==> src/rtl/galaga_pkg.sv <==
// Shared GALAGA playfield definitions: position encoding, sprite sizes,
// the dead-slot marker and the bullet scheduler state type.
package galaga_pkg;

    localparam int POS_W = 19;
    localparam int X_W   = 10;
    localparam int Y_W   = 9;

    localparam int SCREEN_W = 640;
    localparam int SCREEN_H = 480;

    localparam int PLAYER_WIDTH  = 24;
    localparam int PLAYER_HEIGHT = 16;
    localparam int BULLET_WIDTH  = 4;
    localparam int BULLET_HEIGHT = 16;

    // A slot whose x equals DEAD_X is free; the full dead position is parked off-screen.
    localparam logic [X_W-1:0]   DEAD_X        = 10'd720;
    localparam logic [Y_W-1:0]   DEAD_Y        = 9'd500;
    localparam logic [POS_W-1:0] DEAD_POSITION = {DEAD_X, DEAD_Y};

    typedef struct packed {
        logic [X_W-1:0] x;
        logic [Y_W-1:0] y;
    } pos_t;

    typedef enum logic [1:0] {
        ST_IDLE,
        ST_SCAN,
        ST_DONE
    } sched_state_e;

    // Only x is inspected: any slot parked at DEAD_X counts as free.
    function automatic logic is_dead(input pos_t pos);
        return pos.x == DEAD_X;
    endfunction

endpackage

==> src/rtl/galaga_bullet_scheduler_if.sv <==
// Read/write port of the player-bullet position register file. The
// scheduler is the master; the register file is the slave and answers
// rd_data combinationally for rd_idx.
interface galaga_bullet_scheduler_if;
    import galaga_pkg::*;

    logic [3:0] rd_idx;
    pos_t       rd_data;
    logic       wr_en;
    logic [3:0] wr_idx;
    pos_t       wr_data;

    modport master (
        output rd_idx,
        output wr_en,
        output wr_idx,
        output wr_data,
        input  rd_data
    );

    modport slave (
        input  rd_idx,
        input  wr_en,
        input  wr_idx,
        input  wr_data,
        output rd_data
    );

endinterface

==> src/rtl/galaga_bullet_scheduler.sv <==
// Per-frame walker over the player-bullet slot pool: advances live bullets,
// retires those leaving the top edge and spawns at most one bullet per frame
// into the first slot found free, gated by a fire cooldown.
module galaga_bullet_scheduler
    import galaga_pkg::*;
#(
    parameter int MAX_PLAYER_BULLET = 16,
    parameter int BULLET_SPEED      = 8,
    parameter int FIRE_COOLDOWN     = 12
) (
    input  logic                       i_Clk,
    input  logic                       i_Rst,
    input  logic                       i_FrameTick,
    input  logic                       i_Fire,
    input  pos_t                       i_PlayerPos,
    galaga_bullet_scheduler_if.master  pos_file,
    output logic                       o_Busy,
    output logic [4:0]                 o_ActiveCnt,
    output logic                       o_FireAck
);

    localparam logic [3:0]     IDX_LAST      = 4'(MAX_PLAYER_BULLET - 1);
    localparam logic [Y_W-1:0] SPEED_Y       = Y_W'(BULLET_SPEED);
    localparam logic [Y_W-1:0] SPAWN_DY      = Y_W'(BULLET_HEIGHT);
    localparam logic [X_W-1:0] SPAWN_DX      = X_W'((PLAYER_WIDTH - BULLET_WIDTH) / 2);
    localparam logic [7:0]     COOLDOWN_INIT = 8'(FIRE_COOLDOWN);

    sched_state_e state_q, state_d;
    logic [3:0]   idx_q, idx_d;
    logic [7:0]   cooldown_q, cooldown_d;
    logic [4:0]   live_acc_q, live_acc_d;
    logic [4:0]   active_cnt_q, active_cnt_d;
    logic         spawn_pending_q, spawn_pending_d;
    logic         spawned_q, spawned_d;
    pos_t         player_pos_q, player_pos_d;

    pos_t         spawn_pos;
    pos_t         rd_pos;
    logic         wr_en;
    pos_t         wr_data;
    logic         fire_ack;

    // Spawn position centres the bullet on the player and sits it just above, clamped at the top.
    always_comb begin
        spawn_pos.x = player_pos_q.x + SPAWN_DX;
        spawn_pos.y = (player_pos_q.y < SPAWN_DY) ? '0 : player_pos_q.y - SPAWN_DY;
    end

    // Next-state and write-port logic for the IDLE -> SCAN -> DONE pass.
    always_comb begin
        // NOTE: every signal gets a default first so no path leaves one unassigned and infers a latch.
        state_d         = state_q;
        idx_d           = idx_q;
        cooldown_d      = cooldown_q;
        live_acc_d      = live_acc_q;
        active_cnt_d    = active_cnt_q;
        spawn_pending_d = spawn_pending_q;
        spawned_d       = spawned_q;
        player_pos_d    = player_pos_q;
        wr_en           = 1'b0;
        wr_data         = '0;
        fire_ack        = 1'b0;
        rd_pos          = pos_file.rd_data;

        unique case (state_q)
            ST_IDLE: begin
                if (i_FrameTick) begin
                    spawn_pending_d = i_Fire && (cooldown_q == 8'd0);
                    player_pos_d    = i_PlayerPos;
                    idx_d           = 4'd0;
                    live_acc_d      = 5'd0;
                    spawned_d       = 1'b0;
                    state_d         = ST_SCAN;
                end
            end

            ST_SCAN: begin
                if (is_dead(rd_pos)) begin
                    // Only slots already free when read are eligible; one spawn per pass.
                    if (spawn_pending_q && !spawned_q) begin
                        wr_en      = 1'b1;
                        wr_data    = spawn_pos;
                        spawned_d  = 1'b1;
                        live_acc_d = live_acc_q + 5'd1;
                    end
                end else if (rd_pos.y < SPEED_Y) begin
                    // Retire before subtracting so y never wraps.
                    wr_en   = 1'b1;
                    wr_data = DEAD_POSITION;
                end else begin
                    wr_en      = 1'b1;
                    wr_data.x  = rd_pos.x;
                    wr_data.y  = rd_pos.y - SPEED_Y;
                    live_acc_d = live_acc_q + 5'd1;
                end

                if (idx_q == IDX_LAST) begin
                    state_d = ST_DONE;
                end else begin
                    idx_d = idx_q + 4'd1;
                end
            end

            ST_DONE: begin
                active_cnt_d = live_acc_q;
                fire_ack     = spawned_q;
                if (spawned_q) begin
                    cooldown_d = COOLDOWN_INIT;
                end else if (cooldown_q != 8'd0) begin
                    cooldown_d = cooldown_q - 8'd1;
                end
                spawned_d = 1'b0;
                state_d   = ST_IDLE;
            end

            default: begin
                state_d = ST_IDLE;
            end
        endcase
    end

    // State and counter registers; reset clears any partially completed pass.
    always_ff @(posedge i_Clk or negedge i_Rst) begin
        if (!i_Rst) begin
            state_q         <= ST_IDLE;
            idx_q           <= 4'd0;
            cooldown_q      <= 8'd0;
            live_acc_q      <= 5'd0;
            active_cnt_q    <= 5'd0;
            spawn_pending_q <= 1'b0;
            spawned_q       <= 1'b0;
            player_pos_q    <= '0;
        end else begin
            // NOTE: non-blocking updates so every flop samples the pre-edge values of the others.
            state_q         <= state_d;
            idx_q           <= idx_d;
            cooldown_q      <= cooldown_d;
            live_acc_q      <= live_acc_d;
            active_cnt_q    <= active_cnt_d;
            spawn_pending_q <= spawn_pending_d;
            spawned_q       <= spawned_d;
            player_pos_q    <= player_pos_d;
        end
    end

    assign pos_file.rd_idx  = idx_q;
    assign pos_file.wr_idx  = idx_q;
    assign pos_file.wr_en   = wr_en;
    assign pos_file.wr_data = wr_data;

    assign o_Busy      = (state_q != ST_IDLE);
    assign o_ActiveCnt = active_cnt_q;
    assign o_FireAck   = fire_ack;

endmodule

==> src/flat_wrapper.sv <==
// flat-port wrapper written by rule: the top's interface ports become plain ports
module galaga_bullet_scheduler_flat import galaga_pkg::*;
#(
    parameter int MAX_PLAYER_BULLET = 16,
    parameter int BULLET_SPEED      = 8,
    parameter int FIRE_COOLDOWN     = 12
)
  (i_Clk, i_Rst, i_FrameTick, i_Fire, i_PlayerPos, o_Busy, o_ActiveCnt, o_FireAck, pos_file_rd_idx, pos_file_wr_en, pos_file_wr_idx, pos_file_wr_data, pos_file_rd_data);
  galaga_bullet_scheduler_if pos_file_i ();
  input  logic i_Clk;
  input  logic i_Rst;
  input  logic i_FrameTick;
  input  logic i_Fire;
  input  pos_t i_PlayerPos;
  output logic o_Busy;
  output logic [4:0] o_ActiveCnt;
  output logic o_FireAck;
  output wire logic [$bits(pos_file_i.rd_idx)-1:0] pos_file_rd_idx;
  output wire logic [$bits(pos_file_i.wr_en)-1:0] pos_file_wr_en;
  output wire logic [$bits(pos_file_i.wr_idx)-1:0] pos_file_wr_idx;
  output wire logic [$bits(pos_file_i.wr_data)-1:0] pos_file_wr_data;
  input wire logic [$bits(pos_file_i.rd_data)-1:0] pos_file_rd_data;
  assign pos_file_rd_idx = pos_file_i.rd_idx;
  assign pos_file_wr_en = pos_file_i.wr_en;
  assign pos_file_wr_idx = pos_file_i.wr_idx;
  assign pos_file_wr_data = pos_file_i.wr_data;
  assign pos_file_i.rd_data = pos_file_rd_data;
  galaga_bullet_scheduler #(.MAX_PLAYER_BULLET(MAX_PLAYER_BULLET), .BULLET_SPEED(BULLET_SPEED), .FIRE_COOLDOWN(FIRE_COOLDOWN)) u_core (.i_Clk(i_Clk), .i_Rst(i_Rst), .i_FrameTick(i_FrameTick), .i_Fire(i_Fire), .i_PlayerPos(i_PlayerPos), .pos_file(pos_file_i), .o_Busy(o_Busy), .o_ActiveCnt(o_ActiveCnt), .o_FireAck(o_FireAck));
endmodule
==> config.mk <==
export PLATFORM = sky130hd
export DESIGN_NAME = galaga_bullet_scheduler_flat
export DESIGN_NICKNAME = d
export VERILOG_FILES = /design/src/rtl/galaga_pkg.sv /design/src/rtl/galaga_bullet_scheduler_if.sv /design/src/rtl/galaga_bullet_scheduler.sv /design/src/flat_wrapper.sv
export SDC_FILE = /design/constraint.sdc
export NUM_CORES = 1
export LEC_CHECK = 0
export ABC_CLOCK_PERIOD_IN_PS = 3100
export CAP_MARGIN = 20
export CORE_MARGIN = 4
export CORE_UTILIZATION = 49
export CTS_BUF_LIST = sky130_fd_sc_hd__clkbuf_4
export DETAILED_ROUTE_END_ITERATION = 6
export HOLD_SLACK_MARGIN = 0.08
export PLACE_DENSITY = 0.8
export SLEW_MARGIN = 20
export SYNTH_ARGS = -nofsm -noshare
export SYNTH_HDL_FRONTEND = slang
export SYNTH_SLANG_ARGS = --single-unit
==> constraint.sdc <==
create_clock -name i_Clk -period 3.1 [get_ports i_Clk]
set_input_delay 0.62 -clock i_Clk [delete_from_list [all_inputs] [get_ports i_Clk]]
set_output_delay 0.62 -clock i_Clk [all_outputs]
set_load 0.05 [all_outputs]
; ---- Yosys cells after proc, flatten, opt, wreduce, memory -nomap -nowiden
; Index checks and enable logic that the tools add are counted.
[totals]
elab_cells = 70
output_inout_bits = 35
reg_bits = 45
[op_classes]
eq_ne = 11
n_reduce_logical = 16
addsub = 6
muxes = 26
magnitude_cmp = 2
[op_table]
columns = cell, n
row1 = $mux 19, 4
row2 = $mux 5, 4
row3 = $mux 8, 2
row4 = $add 10x4->10 const B, 1
row5 = $eq 10x10->1 const B, 1
row6 = $pmux 5 s2, 1
row7 = $lt 9x4->1 const B, 1
row8 = $lt 9x5->1 const B, 1
row9 = $mux 9, 1
row10 = $sub 9x4->9 const B, 1
row11 = $sub 9x5->9 const B, 1
row12 = $logic_not 8->1, 1
row13 = $mux 4, 2
row14 = $pmux 4 s2, 1
row15 = $reduce_and 4->1, 2
row16 = $reduce_bool 8->1, 1
row17 = $sub 8x1->8 const B, 1
row18 = $mux 1, 7
row19 = $ne 2x1->1 const B, 3
row20 = $reduce_and 2->1, 3
row21 = $reduce_bool 2->1, 3
row22 = $add 5x1->5 const B, 1
row23 = $add 4x1->4 const B, 1
row24 = $eq 4x4->1 const B, 1
row25 = other kinds (13), 16

; ---- Logic depth before layout (Yosys ltp)
[depth]
ltp_word = 5
mapped_depth = 8
mapped_depth_nobuf = 7

; ---- Worst setup path before layout
; Ideal clock, no wire load.
[synth_path]
path_kind = input -> output
startpoint = input port pos_file_rd_data[10]
endpoint = output port pos_file_wr_data[4]
path_stages = 5
path_slack_ns = -0.694
required_ns = 2.480
t_arrival_ns = 3.174
path_cell_list = or4b_4 or4_4 buf_6 buf_2 a311oi_1
[synth_via]
elab_chain_len = 3
[synth_lines]
columns = element, line
row1 = from (decl), flat_wrapper.sv:22  ; input wire logic [$bits(pos_file_i.rd_data)-1:0] pos_file_rd_data;
row2 = $eq 10x10->1, galaga_pkg.sv:35  ; return pos.x == DEAD_X;
row3 = $mux 19, galaga_bullet_scheduler.sv:78  ; if (is_dead(rd_pos)) begin
row4 = $mux 19, galaga_bullet_scheduler.sv:65  ; unique case (state_q)
row5 = to (decl), flat_wrapper.sv:21  ; output wire logic [$bits(pos_file_i.wr_data)-1:0] pos_file_wr_data;
; No other way between the ends.

; ---- Final worst setup path
[layout_path]
startpoint = input port pos_file_rd_data[12]
endpoint = output port pos_file_wr_data[5]
; The elaborated chain is that of the path after synthesis.

==> results_dict.tcl <==
set metrics [dict create \
    status "finished clean" \
    cts_max_path_buffers 2 \
    worst_pin_slew_ns 0.577 \
    start_util 0.517 \
    setup_violations 0 \
    layout.cells.non_filler 504 \
    viasPerCell 5.39 \
    hold_violations 0 \
    hold_buffers 0 \
    routed_wl_um 7740 \
    fin_crit_ns 3.07 \
    cts_root_buf "clkbuf_4" \
    yosys_warnings 0 \
    slew_violations 0 \
    die_w_um 82.1 \
    fin_setup_tns_ns 0 \
    drv_cap 0 \
    power_mw 3.40 \
    std_cell_rows 26 \
    worstPathRequired_ns 2.48 \
    antenna_left 0 \
    syn_area_um2 2690 \
    via_count 2716 \
    cts_buffers 5 \
    drtIter0Drc 139 \
    final_common_cell "nand2_1" \
    grt_setup_unrepaired "true" \
    dr.pass1.iters 4 \
    cts.sinks 45 \
    ys_ff_latch 45 \
    grt_pass1_vias 2764 \
    grt_antenna_before_repair 0 \
    die_y_um 82.1 \
    path_class "in -> out" \
    ioPinCount 77 \
    synth-main-ff-cell "dfrtp_1" \
    dp_hpwl_um 5700 \
    drive_gt1_frac 0.233 \
    fmax_mhz 325 \
    drc 0 \
    cts_tree "done" \
    placed_cells 494 \
    place_ws_ns -0.354 \
    setup.worst_path.end_class "primary output" \
    r2r-start "u_core.cooldown_q[4]$_DFFE_PN0P_" \
    diodes 0 \
    synth.net_count 385 \
    setup_ws_ns 0.0255 \
    synth_edf_count 0 \
    finalWeightedCongestion 0.862 \
    r2r-end "u_core.cooldown_q[1]$_DFFE_PN0P_" \
    area_delta_synth_final_pct 50.5 \
    start_kind "primary input" \
    p_leak_nw 1.88 \
    cp_slowest_cell "or4b_4" \
    grt.overflow.total 0 \
    hold_path_class "in -> async" \
    yosysSeqAreaShare 0.419 \
    slew_headroom 0.616 \
    r2r_cells 5 \
    clock_skew_ns 0.0193 \
    place_area_um2 3890 \
    grt_max_degree 46 \
    wl_per_cell_um 15.4 \
    cp.arrival_ns 2.45 \
    irDropWorstVdd_mv 0.627 \
    clkTransAtPathRegs_ns 0.15 \
    synthArstFlopShare 1.00 \
    h-tree-depth 2 \
    whs_ns 0.223 \
    syn_area_per_cell_um2 8.00 \
    grt_usage 0.248 \
    slowest_delay_ns 0.53 \
    syn-instance-count 336 \
    fin_util 0.778 \
    fin_crit_sh 0.992 \
    rrSetupSlack_ns 1.17 \
    core_um2 5200 \
    critical_path.max_fanout 7 \
    layout_common_cells "nand2_1 (90), dfrtp_1 (45), clkdlybuf4s50_1 (44), buf_4 (34), o21ai_0 (19)" \
    clk_latency_ns 0.38 \
    port_buffers 76 \
    crit_chain "buf_6 > or4b_4 > or4_4 > or3_4 > a21oi_4 > buf_12" \
    ys_types 47 \
    layout.nets 482 \
    grt_pass1_wl_um 12800 \
    final_cell_area_um2 4050 \
    p_per_area_nw_per_um2 841 \
    dieArea_um2 6740 \
]
how the worst max path moves through the flow:
| stage | end | from | slack, ns | cells after the start |
|---|---|---|---|---|
| after CTS | pos_file_wr_data[5] | pos_file_rd_data[12] | -0.11 | 6 |
| after floorplan | pos_file_wr_data[4] | pos_file_rd_data[10] | -0.23 | 5 |
| after detailed placement | pos_file_wr_data[9] | pos_file_rd_data[3] | -0.35 | 9 |
| after global routing | pos_file_wr_data[5] | pos_file_rd_data[12] | -0.004 | 6 |
| final | pos_file_wr_data[5] | pos_file_rd_data[12] | 0.03 | 6 |
| after global placement | pos_file_wr_data[5] | pos_file_rd_data[10] | -0.30 | 6 |
layout make-up:
cell class | count | area, um2
inverters | 11 | 41.3
well taps | 70 | 87.6
clock inverters | 3 | 21.3
multi-input cells | 262 | 1570
flip-flops and latches | 45 | 1130
repair buffers | 108 | 1160
clock buffers | 5 | 37.5
fillers | 358 | 1160
cells in the mapped netlist, types with 2 or more instances:
cell type	n	area share
nand2_1	91	0.13
dfrtp_1	45	0.42
nor2_1	28	0.039
a21oi_1	20	0.037
o21ai_0	20	0.037
nor3_1	13	0.024
clkbuf_1	12	0.017
inv_1	11	0.015
nand3_1	10	0.019
xor2_1	9	0.029
xnor2_1	8	0.026
ha_1	7	0.033
nand2b_1	5	0.012
a22oi_1	4	0.011
buf_4	4	0.011
nand4_1	4	0.0093
or3_1	4	0.0093
a31oi_1	3	0.0070
and2_1	3	0.0070
nor2b_1	3	0.0070
or4_1	3	0.0084
and3_1	2	0.0047
mux2i_1	2	0.0074
o311ai_1	2	0.0065
report_power, final:
part / switching [mW] / internal, mW
Clock: 0.207 / 0.0900
Sequential: 0.233 / 0.807
Combinational: 1.23 / 0.833
critical path, delay by kind of cell:
kind,cells,cell delay [ns]
compound gates,1,0.15
buf+inv,2,0.24
simple gates,3,1.43
routing by layer:
metal / track usage / part of all wire / vias up / wire length, um
met1: 0.292 / 0.41 / 1300 / 3180
li1: - / - / 1329 / -
met3: 0.0515 / 0.052 / 13 / 405
met5: 0 / 0 / - / 0
met2: 0.439 / 0.52 / 74 / 3990
met4: 0.0963 / 0.021 / 0 / 162
kinds of logic (layout without fill, tap and decap cells):
logic type                 Yosys count  in the layout  share of synthesized area
and+or+nand+nor                    177            177                      0.307
DFF                                 45             45                      0.419
xor gates and xnor gates            17             17                     0.0554
AOI/OAI and AO/OA                   59             59                      0.129
adders and majority gates            7              7                     0.0326
muxes                                2              2                    0.00745
buffers and inverters               29            127                     0.0493
sequential cells by signal, summed over array words and instances (netlist names):
signal	count
u_core.spawn_pending_q	1
u_core.spawned_q	1
u_core.cooldown_q	8
u_core.pos_file.rd_idx	4
u_core.state_q	2
u_core.live_acc_q	5
u_core.player_pos_q	19
u_core.o_ActiveCnt	5
repair_timing:
item | in CTS | in global routing
pin swaps | 10 | 8
gates resized for setup | 38 | 9
endpoints found under the setup margin | 20 | 17
buffers inserted | 1 | 1
hold endpoints to repair | 0 | 0
(Power assumes the default switching activity.)
